## src/rtl/aline_fire_sequencer.sv

```systemverilog
// aline_fire_sequencer: sequences one image acquisition, one delay read and one delayed pulse burst per A-line
// Ports: clk/rst (sync, active-high); start/abort control; intaking_configs/updating_delays handshake with the
// config store; channel_select, aline_select, pulse_shape, ch_delays configuration; rd_en/which_aline delay
// read request; tx_out transmit bits; busy, fire_active, done, err_timeout status.
// Build option FIRE_TRIGGER_EN: adds input trig and an ARM state that holds FIRE until a trig rising edge.
module aline_fire_sequencer #(
  parameter int          PULSE_LEN  = 32,
  parameter logic [15:0] GAP_CYCLES = 16'd1000,
  parameter logic [7:0]  RD_TIMEOUT = 8'd64
) (
  input  logic                 clk,
  input  logic                 rst,
  input  logic                 start,
  input  logic                 abort,
  input  logic                 intaking_configs,
  input  logic                 updating_delays,
  input  logic [7:0]           channel_select,
  input  logic [4:0]           aline_select,
  input  logic [PULSE_LEN-1:0] pulse_shape,
  input  logic [127:0]         ch_delays,
`ifdef FIRE_TRIGGER_EN
  input  logic                 trig,
`endif
  output logic                 rd_en,
  output logic [3:0]           which_aline,
  output logic [7:0]           tx_out,
  output logic                 busy,
  output logic                 fire_active,
  output logic                 done,
  output logic                 err_timeout
);
  localparam int PW = PULSE_LEN > 1 ? $clog2(PULSE_LEN) : 1;
  localparam logic [2:0] S_IDLE = 3'd0;
  localparam logic [2:0] S_REQ  = 3'd1;
  localparam logic [2:0] S_WUP  = 3'd2;
  localparam logic [2:0] S_WDN  = 3'd3;
  localparam logic [2:0] S_FIRE = 3'd4;
  localparam logic [2:0] S_GAP  = 3'd5;
`ifdef FIRE_TRIGGER_EN
  localparam logic [2:0] S_ARM  = 3'd6;
  localparam logic [2:0] S_DN_NXT = S_ARM;
`else
  localparam logic [2:0] S_DN_NXT = S_FIRE;
`endif
  logic [2:0]   r_state, w_nxt;
  logic [4:0]   r_n, w_n;
  logic [3:0]   r_idx;
  logic [15:0]  r_tmr, w_max;
  logic [16:0]  r_cnt, w_end;
  logic [127:0] r_d;
  logic [7:0]   r_en, r_tx, w_tx;
  logic         r_rd_en, r_done, r_err;
  logic         w_abort, w_go, w_tmo, w_gap_end, w_last, w_fire_end, w_trig_edge;
  // intaking_configs mid-run behaves exactly like abort; in IDLE it only blocks start
  assign w_abort    = abort | intaking_configs;
  assign w_go       = r_state == S_IDLE && start && !w_abort;
  assign w_n        = aline_select > 5'd16 ? 5'd16 : aline_select;
  // r_tmr restarts on every state change, so it measures time spent in the current state
  assign w_tmo      = r_tmr + 16'd1 >= {8'd0, RD_TIMEOUT};
  assign w_gap_end  = r_tmr + 16'd1 >= GAP_CYCLES;
  assign w_last     = {1'b0, r_idx} + 5'd1 >= r_n;
  // fire length is set by the latest enabled channel only; 17 bits so a 16'hFFFF delay cannot wrap
  assign w_end      = {1'b0, w_max} + 17'(PULSE_LEN);
  assign w_fire_end = ~|r_en || r_cnt + 17'd1 == w_end;
`ifdef FIRE_TRIGGER_EN
  logic r_trig, r_trig_d;
  always_ff @(posedge clk) begin
    if (rst) {r_trig, r_trig_d} <= 2'b00;
    else {r_trig, r_trig_d} <= {trig, r_trig};
  end
  assign w_trig_edge = r_trig && !r_trig_d;
`else
  assign w_trig_edge = 1'b0;
`endif
  always_comb begin
    w_max = '0;
    for (int c = 0; c < 8; c++) if (r_en[c] && r_d[16*c +: 16] > w_max) w_max = r_d[16*c +: 16];
  end
  for (genvar c = 0; c < 8; c++) begin : g_ch
    logic [16:0] w_dc, w_off;
    assign w_dc    = {1'b0, r_d[16*c +: 16]};
    assign w_off   = r_cnt - w_dc;
    assign w_tx[c] = r_en[c] && r_cnt >= w_dc && w_off < 17'(PULSE_LEN) && pulse_shape[PW'(PULSE_LEN - 1) - w_off[PW-1:0]];
  end
  always_comb begin
    w_nxt = r_state;
    case (r_state)
      S_IDLE:  w_nxt = w_go && w_n != 5'd0 ? S_REQ : S_IDLE;
      S_REQ:   w_nxt = S_WUP;
      S_WUP:   w_nxt = updating_delays ? S_WDN : w_tmo ? S_IDLE : S_WUP;
      S_WDN:   w_nxt = updating_delays ? S_WDN : S_DN_NXT;
`ifdef FIRE_TRIGGER_EN
      S_ARM:   w_nxt = w_trig_edge ? S_FIRE : S_ARM;
`endif
      S_FIRE:  w_nxt = w_fire_end ? S_GAP : S_FIRE;
      S_GAP:   w_nxt = !w_gap_end ? S_GAP : w_last ? S_IDLE : S_REQ;
      default: w_nxt = S_IDLE;
    endcase
    if (w_abort) w_nxt = S_IDLE;
  end
  always_ff @(posedge clk) begin
    if (rst) begin
      r_state <= S_IDLE;
      r_tmr   <= '0;
      r_cnt   <= '0;
      r_n     <= '0;
      r_idx   <= '0;
      r_d     <= '0;
      r_en    <= '0;
      r_tx    <= '0;
      r_rd_en <= 1'b0;
      r_done  <= 1'b0;
      r_err   <= 1'b0;
    end else begin
      r_state <= w_nxt;
      r_tmr   <= w_nxt != r_state ? '0 : r_tmr + 16'd1;
      r_cnt   <= r_state == S_FIRE ? r_cnt + 17'd1 : '0;
      r_rd_en <= w_nxt == S_REQ;
      r_done  <= !w_abort && ((w_go && w_n == 5'd0) || (r_state == S_GAP && w_gap_end && w_last));
      r_tx    <= r_state == S_FIRE && !w_abort ? w_tx : '0;
      r_err   <= w_go ? 1'b0 : r_err | (r_state == S_WUP && !updating_delays && w_tmo && !w_abort);
      if (w_go) begin
        r_n   <= w_n;
        r_idx <= '0;
      end else if (r_state == S_GAP && w_nxt == S_REQ) r_idx <= r_idx + 4'd1;
      if (r_state == S_WDN && !updating_delays) begin
        r_d  <= ch_delays;
        r_en <= channel_select;
      end
    end
  end
  assign rd_en       = r_rd_en;
  assign which_aline = r_idx;
  assign tx_out      = r_tx;
  assign busy        = r_state != S_IDLE;
  assign fire_active = r_state == S_FIRE;
  assign done        = r_done;
  assign err_timeout = r_err;
endmodule

```

## config.mk

```make
export PLATFORM = sky130hd
export DESIGN_NAME = aline_fire_sequencer
export DESIGN_NICKNAME = d
export VERILOG_FILES = /design/src/rtl/aline_fire_sequencer.sv
export SDC_FILE = /design/constraint.sdc
export NUM_CORES = 1
export LEC_CHECK = 0
export CORE_MARGIN = 5
export CORE_UTILIZATION = 35
export CTS_CLUSTER_SIZE = 12
export DETAILED_ROUTE_END_ITERATION = 12
export GPL_ROUTABILITY_DRIVEN = 0
export PLACE_DENSITY = 0.6
export SYNTH_ARGS = -nofsm -noshare
export SYNTH_HDL_FRONTEND = slang
export SYNTH_SLANG_ARGS = --single-unit
```

## constraint.sdc

```tcl
create_clock -name clk -period 27.9 [get_ports clk]
set_input_delay 6.975 -clock clk [delete_from_list [all_inputs] [get_ports clk]]
set_output_delay 6.975 -clock clk [all_outputs]
set_load 0.005 [all_outputs]
```

==> results.md <==
* DR iter-0 viols at 1441
* Clock network latency to the later pin of the worst-skew pair at 0.51 ns
* Die height at 250 µm
* Timing-limited maximum frequency at 43.5 MHz
* Clock root cell: sky130_fd_sc_hd__clkbuf_16
* Cell row count at 88
* Number of nets in the synthesized netlist at 3023
* Unique cell type count in the Yosys netlist at 87
* Sequential area share after synthesis at 0.191
* Peak fanout along the critical path at 36
* Critical path's largest stage delay at 0.67 ns
* Area used by sequential logic in the layout at 0.00384 mm²
* Post-synth top area cell: sky130_fd_sc_hd__dfxtp_1
* PD cells at 25.3 mW/mm²
* Overall die width at 250 µm
* Sum of negative setup slack at 0 ns
* Minimum hold slack at 0.499 ns
* Worst Tran Pin Value at 1.16 ns
* Number of routed nets with antenna violations at 0
* Post-synthesis average cell area at 7.77 µm²
* Crit path max-delay cell type: sky130_fd_sc_hd__a41oi_1
* Area of combinational cells with multiple inputs at 0.0149 mm²
* Maximum buffer depth of the clock tree at 2
* Dominant cell type by count on the critical path: sky130_fd_sc_hd__o21a_1
* Worst setup SP type: flip-flop
* Share of the clock period used by the worst path at 0.823
* Largest net degree at the start of global routing at 88
* Number of fill cells at 5717
* Tot Pwr at 0.593 mW
* Endpoint class of the critical path: flip-flop
* Fraction of layout instances using a drive strength above 1 at 0.0668
* Post-Syn Instances at 2594
* Vias post-DR at 19909
* Overall Global Routing Usage at 0.221
* WS Path Type: reg2reg
* Setup-violating endpoint count in the final report at 0
* Leading register cell type out of synthesis: sky130_fd_sc_hd__dfxtp_1
* Vias per Instance at 5.70
* Number of antenna violations at the first check in global routing at 0
* IO Pins at 196
* Reg-to-reg setup timing slack at 4.93 ns
* PortBufs at 195
* Leakage Power at 8.53 nW
* Share of flip-flops with an asynchronous set or reset at 0
* Starting Density at 0.351
* Share of the synthesized area in the top cell type at 0.191
* TritonCTS clock tree: done
* Flip-flop and latch count after synthesis at 192
* Number of enable flip-flop cells after synthesis at 0
* Top cells by count, synth: sky130_fd_sc_hd__nand2_1, sky130_fd_sc_hd__a21oi_1, sky130_fd_sc_hd__inv_1, sky130_fd_sc_hd__ha_1, sky130_fd_sc_hd__dfxtp_1
* Area of the core at 0.0574 mm²
* Max Clock Skew at 0.0194 ns
* CTS Sinks at 192
* Worst IR drop on VDD at 49.2 µV
* Dpl hpwl at 55700 µm
* RSZ-0062 raised after global routing: false
* Final Max Slew Viols at 0
* Top post-synthesis cells by area: sky130_fd_sc_hd__dfxtp_1, sky130_fd_sc_hd__ha_1, sky130_fd_sc_hd__mux4_2
* Average wire length per cell after detail routing at 20.2 µm
* Warning count from the yosys run at 0
* Most common cell in the synthesized netlist: sky130_fd_sc_hd__nand2_1
* Path class of the lowest-slack min-delay path: reg2reg
* Max Cap Viol at 0
* Relative area change from synthesis to final layout at 16.1%
* CTS resizes at 0
* Post-CTS clock slew at the launch and capture registers of the worst setup and hold paths at 0.08 ns
* WP data arrival at 23.41 ns
* Layout Nets at 3142
* Buffers inserted by post-CTS timing repair at 0
* Netlist area before placement at 0.0201 mm²
* DRC errors left at 0
* Crit path required time at 28.34 ns
* Final global-route overflow total at 0
* Clock buffer count from CTS at 17
* Antenna cell count at 0
* Fin crit period at 22.97 ns
* Number of global-route vias before repair at 19651
* Post-cts hold buffer count at 0
* Wire length after detailed routing at 70600 µm
* Number of detailed-route iterations in the first pass at 5
* Worst max-slew margin expressed relative to the limit at 0.227
* Wire length of the first global-routing pass at 110000 µm
* H-tree levels at 4
* Final Hold Fails at 0
* Area of the die at 0.0625 mm²
* Run status: complete, no violations
[layer usage]
metal,vias to the layer above,track usage,wire (µm)
li1,9475,-,-
met1,9453,0.306,31700
met2,840,0.337,30600
met3,141,0.0459,5710
met4,0,0.0869,2650
met5,-,0,0
[cell type report]
cell class	count	share of cell area
repair buffers	211	0.0885
multi-input cells	2035	0.638
clock buffers	17	0.0182
inverters	256	0.0411
clock inverters	15	0.00899
flip-flops and latches	192	0.164
well taps	765	0.0409
[cell usage in the layout (no fill, tap or decap), types with 26 or more instances in the layout]
cell type                         count
sky130_fd_sc_hd__nand2_1            405
sky130_fd_sc_hd__a21oi_1            282
sky130_fd_sc_hd__inv_1              255
sky130_fd_sc_hd__ha_1               242
sky130_fd_sc_hd__clkdlybuf4s50_1    194
sky130_fd_sc_hd__dfxtp_1            192
sky130_fd_sc_hd__nor2_1             137
sky130_fd_sc_hd__o21ai_0            126
sky130_fd_sc_hd__mux4_2              80
sky130_fd_sc_hd__xnor2_1             78
sky130_fd_sc_hd__xor2_1              55
sky130_fd_sc_hd__nor4_1              50
sky130_fd_sc_hd__a21o_1              48
sky130_fd_sc_hd__mux2i_1             45
sky130_fd_sc_hd__nand3_1             42
sky130_fd_sc_hd__o21a_1              41
sky130_fd_sc_hd__nand2b_1            33
sky130_fd_sc_hd__nand4_1             31
sky130_fd_sc_hd__nor3_1              26
[power breakdown]
group	internal [mW]	total (mW)	switching [mW]
clock network	0.131	0.264	0.133
registers	0.274	0.275	0.000862
logic	0.0331	0.0533	0.0202
total	0.438	0.593	0.154
[path summary, 6_finish.rpt]
path,to,startpoint,cells after the start
max,r_state[0],r_en[0],101
min,r_n[3],r_n[3],2
max reg2reg,r_state[0],r_en[0],101
min reg2reg,r_n[3],r_n[3],2
[worst max-delay path: cells and delay by family (launching register included)]
family,cells,cell delay [ns]
simple gates,30,6.06
compound gates,51,10.67
xor+xnor,1,0.17
buf+inv,7,1.28
mux,4,1.70
fa+ha+maj,8,2.42
flops,1,0.53
[flip-flops by register name, indices dropped and copies added, names as in the netlist]
register / flops
r_d: 128
r_cnt: 17
r_n: 5
r_state: 3
which_aline: 4
r_tmr: 16
rd_en: 1
err_timeout: 1
r_en: 8
tx_out: 8
done: 1
[per-stage QoR]
stage                     worst slack [ns]  std cells   util  instance area [µm²]
after floorplan                       8.31       2594      -                20100
after global routing                  3.35       3491  0.408                23400
final                                 4.93       3491  0.408                23400
after CTS                             5.43       3491  0.408                23400
after global placement                6.36       3459  0.397                22800
after detailed placement              5.47       3459  0.397                22800
[cell families after synthesis]
group | share of synthesized area
and+or+nand+nor | 0.192
DFF | 0.191
muxes | 0.129
buffers and inverters | 0.0694
AOI/OAI and AO/OA | 0.202
adders and majority gates | 0.159
xor gates and xnor gates | 0.0578
Note: power is estimated with default switching activity, not from simulation.
